`src/rtl/rs_rx_ctrl.sv`:
```
// 8N1 UART receiver with 16x oversampling, 7/8/9 majority vote and a one-byte
// holding register drained by a fetch pulse; sticky overrun and framing flags.
module rs_rx_ctrl #(
    parameter int unsigned CLK_HZ = 48_000_000
) (
    input  logic       rs_clk,
    input  logic       rs_reset,
    input  logic [3:0] rxBitRate,
    input  logic       xipRXD,
    input  logic       rxFetch,
    output logic [7:0] rxData,
    output logic       rxStatus,
    output logic       rxOverrun,
    output logic       rxFrameErr
);

    localparam int unsigned D0 = CLK_HZ / (16 * 1200);
    localparam int unsigned D1 = CLK_HZ / (16 * 2400);
    localparam int unsigned D2 = CLK_HZ / (16 * 4800);
    localparam int unsigned D3 = CLK_HZ / (16 * 9600);
    localparam int unsigned D4 = CLK_HZ / (16 * 19200);
    localparam int unsigned D5 = CLK_HZ / (16 * 38400);
    localparam int unsigned D6 = CLK_HZ / (16 * 57600);
    localparam int unsigned D7 = CLK_HZ / (16 * 115200);

    typedef enum logic [1:0] {IDLE, START, DATA, STOP} state_t;

    state_t      state, state_n;
    logic        rx_meta, rxs;
    logic [2:0]  rate_q;
    logic [23:0] div_cnt, div_lim;
    logic [3:0]  s_cnt, nx;
    logic        v7, v8, maj;
    logic [2:0]  bit_cnt;
    logic [7:0]  shreg;
    logic        armed;
    logic        done, stop_v;
    logic        tick, samp9;
    logic        start_det, shift_en, stop_evt;

    always_comb begin
        case (rate_q)
            3'd0:    div_lim = 24'(D0 - 1);
            3'd1:    div_lim = 24'(D1 - 1);
            3'd2:    div_lim = 24'(D2 - 1);
            3'd3:    div_lim = 24'(D3 - 1);
            3'd4:    div_lim = 24'(D4 - 1);
            3'd5:    div_lim = 24'(D5 - 1);
            3'd6:    div_lim = 24'(D6 - 1);
            default: div_lim = 24'(D7 - 1);
        endcase
    end

    // Sample n of a bit lands n ticks after the bit edge; 8 is mid-bit.
    assign tick  = (div_cnt == div_lim);
    assign nx    = s_cnt + 4'd1;
    assign samp9 = (state != IDLE) && tick && (nx == 4'd9);
    assign maj   = (v7 & v8) | (v7 & rxs) | (v8 & rxs);

    always_ff @(posedge rs_clk) begin
        if (rs_reset) state <= IDLE;
        else          state <= state_n;
    end

    always_comb begin
        state_n   = state;
        start_det = 1'b0;
        shift_en  = 1'b0;
        stop_evt  = 1'b0;
        case (state)
            IDLE: begin
                if (armed && !rxs) begin
                    start_det = 1'b1;
                    state_n   = START;
                end
            end
            START: begin
                if (samp9) state_n = maj ? IDLE : DATA;
            end
            DATA: begin
                if (samp9) begin
                    shift_en = 1'b1;
                    if (bit_cnt == 3'd7) state_n = STOP;
                end
            end
            STOP: begin
                if (samp9) begin
                    stop_evt = 1'b1;
                    state_n  = IDLE;
                end
            end
            default: state_n = IDLE;
        endcase
    end

    always_ff @(posedge rs_clk) begin
        if (rs_reset) begin
            rx_meta <= 1'b1;
            rxs     <= 1'b1;
            rate_q  <= 3'd7;
            div_cnt <= '0;
            s_cnt   <= '0;
            v7      <= 1'b1;
            v8      <= 1'b1;
            bit_cnt <= '0;
            shreg   <= '0;
            armed   <= 1'b0;
            done    <= 1'b0;
            stop_v  <= 1'b1;
        end else begin
            rx_meta <= xipRXD;
            rxs     <= rx_meta;
            done    <= stop_evt;
            if (stop_evt) stop_v <= maj;
            if (state == IDLE) begin
                // Counters idle at zero so the first tick is aligned to the start edge.
                rate_q  <= rxBitRate[3] ? 3'd7 : rxBitRate[2:0];
                div_cnt <= '0;
                s_cnt   <= '0;
                bit_cnt <= '0;
                if (rxs)       armed <= 1'b1;
                if (start_det) armed <= 1'b0;
            end else if (tick) begin
                div_cnt <= '0;
                s_cnt   <= nx;
                if (nx == 4'd7) v7 <= rxs;
                if (nx == 4'd8) v8 <= rxs;
            end else begin
                div_cnt <= div_cnt + 24'd1;
            end
            if (shift_en) begin
                shreg   <= {maj, shreg[7:1]};
                bit_cnt <= bit_cnt + 3'd1;
            end
        end
    end

    // A fetch coinciding with completion hands over the new byte instead of overrunning.
    always_ff @(posedge rs_clk) begin
        if (rs_reset) begin
            rxData     <= '0;
            rxStatus   <= 1'b0;
            rxOverrun  <= 1'b0;
            rxFrameErr <= 1'b0;
        end else if (done) begin
            if (!rxStatus || rxFetch) begin
                rxData     <= shreg;
                rxStatus   <= 1'b1;
                rxFrameErr <= ~stop_v;
                rxOverrun  <= 1'b0;
            end else begin
                rxOverrun  <= 1'b1;
            end
        end else if (rxFetch && rxStatus) begin
            rxStatus   <= 1'b0;
            rxOverrun  <= 1'b0;
            rxFrameErr <= 1'b0;
        end
    end

endmodule

```
`config.mk`:
```
export PLATFORM = sky130hd
export DESIGN_NAME = rs_rx_ctrl
export DESIGN_NICKNAME = d
export VERILOG_FILES = /design/src/rtl/rs_rx_ctrl.sv
export SDC_FILE = /design/constraint.sdc
export NUM_CORES = 1
export LEC_CHECK = 0
export CORE_UTILIZATION = 30
export CTS_CLUSTER_DIAMETER = 150
export DETAILED_ROUTE_END_ITERATION = 6
export PLACE_DENSITY = 0.44
export SETUP_SLACK_MARGIN = 0.15
export SYNTH_ARGS = -nofsm -noshare
export SYNTH_HDL_FRONTEND = slang
export SYNTH_SLANG_ARGS = --single-unit
```
`constraint.sdc`:
```
create_clock -name rs_clk -period 6.6 [get_ports rs_clk]
set_clock_uncertainty 0.1 [all_clocks]
set_input_delay 1.32 -clock rs_clk [delete_from_list [all_inputs] [get_ports rs_clk]]
set_output_delay 1.32 -clock rs_clk [all_outputs]
set_load 0.005 [all_outputs]
```
==> flow_metrics.tcl <==
set metrics [dict create \
    cts_tree "yes" \
    first_pass_iters 4 \
    grt_antenna_before_repair 0 \
    synth_xor_area_share_pct 7.02 \
    ios 19 \
    hp-class "flop to flop" \
    synth_mux_area_share_pct 7.54 \
    ys_ff_latch 62 \
    drv_slew 0 \
    die_area_um2 10800 \
    via_count 2438 \
    totalWireLength_um 6490 \
    path_class "primary input to flop" \
    power.density_nw_per_um2 217 \
    fin_area_um2 3600 \
    synth_edf_count 0 \
    rsz0062_at_grt "no" \
    cp-start-kind "primary input" \
    synth_area_leaders "dfxtp_1 (40%), mux2i_1 (6.1%), nor2_1 (5.9%)" \
    clock-sinks 62 \
    yosys_warnings 0 \
    antenna_cells 0 \
    final-hold-violation-count 0 \
    synth_area_um2 3120 \
    leakagePower_nw 1.28 \
    crit_path_end_kind "flop" \
    synthSimpleGateAreaFrac_pct 30.1 \
    dr.max_layer_used "met4" \
    post-place-ws_ps 2880 \
    cts.reportedPaths.clkPinSlew_ps 70 \
    worstPathRequired_ps 6780 \
    htree_num_levels 3 \
    synth-compound-area-share_pct 8.06 \
    status "complete, no violations" \
    synth_area_leader_cell "dfxtp_1" \
    avgSynthCellArea_um2 8.60 \
    wl_per_cell_um 12.7 \
    seq_area_frac_synth_pct 39.8 \
    final_common_cell "dfxtp_1" \
    synth.top_cell.area_share_pct 39.8 \
    route.met3.wl_um 175 \
    worstSkewPairLatency_ps 340 \
    core_um2 9910 \
    final-setup-viol-count 0 \
    vdd_drop_max_uv 107 \
    synthDistinctLibCells 53 \
    synth_top_family_by_area "simple AND/OR/NAND/NOR gates" \
    cts_setup_buffers 0 \
    die_height_um 104 \
    syn_inst 363 \
    ant_nets 0 \
    wl_met2_um 2970 \
    io_buffers 18 \
    first_iter_violations 50 \
    synth_flop_cell "dfxtp_1" \
    first_global_vias 2384 \
    period_needed_ps 3330 \
    grt_pass1_wl_um 11200 \
    dp_hpwl_um 4420 \
    synthAdderAreaFrac_pct 3.13 \
    timing.slew.headroom_pct 34.3 \
    cts_root_buf "clkbuf_8" \
    setup_tns_ps 0 \
    clockBufferDepth 2 \
    cts_hold_buf 0 \
    critPathArrivalTime_ps 3510 \
    finish.utilization_pct 36.3 \
    wl_met1_um 3250 \
    fin_nets 388 \
    synth_nets 378 \
    place_congestion 0.757 \
    post_cts_resize_count 0 \
    grt_overflow 0 \
    synthArstFlopShare_pct 0 \
    die_x_um 104 \
    drv_cap 0 \
    final_cell_mix "dfxtp_1 (62), nor2_1 (49), nand2_1 (28)" \
    initial_core_util_pct 31.5 \
    power_uw 780 \
    rows 36 \
    grt_max_degree 31 \
    worstMarginPinSlew_ps 977 \
    period_share_pct 50.5 \
    drive_gt1_share_pct 7.67 \
    nFillCells 1059 \
    vias_per_cell 4.77 \
    cp_max_fo 30 \
    fin_ws_ps 3270 \
    track_usage_pct 12.8 \
    area_delta_synth_final_pct 15.4 \
    fmax_ghz 0.300 \
    placed_area_um2 3380 \
    numCtsBuffers 9 \
    drc_errors 0 \
]
power breakdown:
part	leakage, nW	switching [mW]	internal, mW	total (mW)
clock network	0.109	0.160	0.214	0.373
registers	0.501	0.00494	0.376	0.381
logic	0.668	0.0135	0.0125	0.0260
logic make-up after synthesis:
kind of cell	after synthesis
adders and majority gates	8
DFF	62
AOI/OAI and AO/OA	38
buffers and inverters	30
xor gates and xnor gates	25
muxes	23
and+or+nand+nor	177
cells in the mapped netlist, drive strengths merged (5+ instances only):
master and instances:
dfxtp 62, nor2 49, nand2 28, nand3 21, mux2i 19, xor2 17, nand2b 15, a21oi 13
clkbuf 13, inv 9, and3 8, buf 8, nor3 8, xnor2 8, ha 7, nor4 7
nand4 6, o21ai 5, or4 5
final cells by class:
class                      count  area (um2)  area share (%)
clock buffer                   9         124            3.44
clock inverter                 7        98.8            2.74
inverter                       9        33.8           0.938
multi-input combinational    271        1740            48.4
sequential                    62        1240            34.5
tap                          133         166            4.62
timing repair buffer          20         195            5.42
critical path, cell delays in order:
cell	delay, ps
clkdlybuf4s50_1	870
buf_4	420
nor2_1	370
o31ai_2	130
buf_4	250
nor2_1	120
sequential cells by signal, indices dropped and copies added (netlist names), named ones only:
name and flops:
armed 1, bit_cnt 3, div_cnt 24, done 1, rate_q 3, rxData 8, rxFrameErr 1, rxOverrun 1
rxStatus 1, rx_meta 1, rxs 1, s_cnt 4, shreg 8, state 1, stop_v 1, v7 1
v8 1
layer usage:
layer | track usage (%) | vias to the layer above
li1 | - | 1283
met3 | 3.26 | 10
met2 | 21.0 | 26
met5 | 0 | -
met4 | 5.20 | 0
met1 | 16.0 | 1119
path summary, 6_finish.rpt:
kind	start	to	slack, ps	cells past startpoint
worst max-delay path	rs_reset	div_cnt[13]	3270	6
worst min-delay path	rx_meta	rxs	320	1
worst min register to register	rx_meta	rxs	320	1
worst max register to register	rate_q[0]	bit_cnt[0]	3360	6
metrics by stage:
step / hold WS, ps / instances
final: 320 / 511
after detailed placement: 298 / 495
after floorplan: 289 / 363
after global routing: 335 / 511
after global placement: 295 / 495
after CTS: 317 / 511
Power figures use the tool's default switching activity.
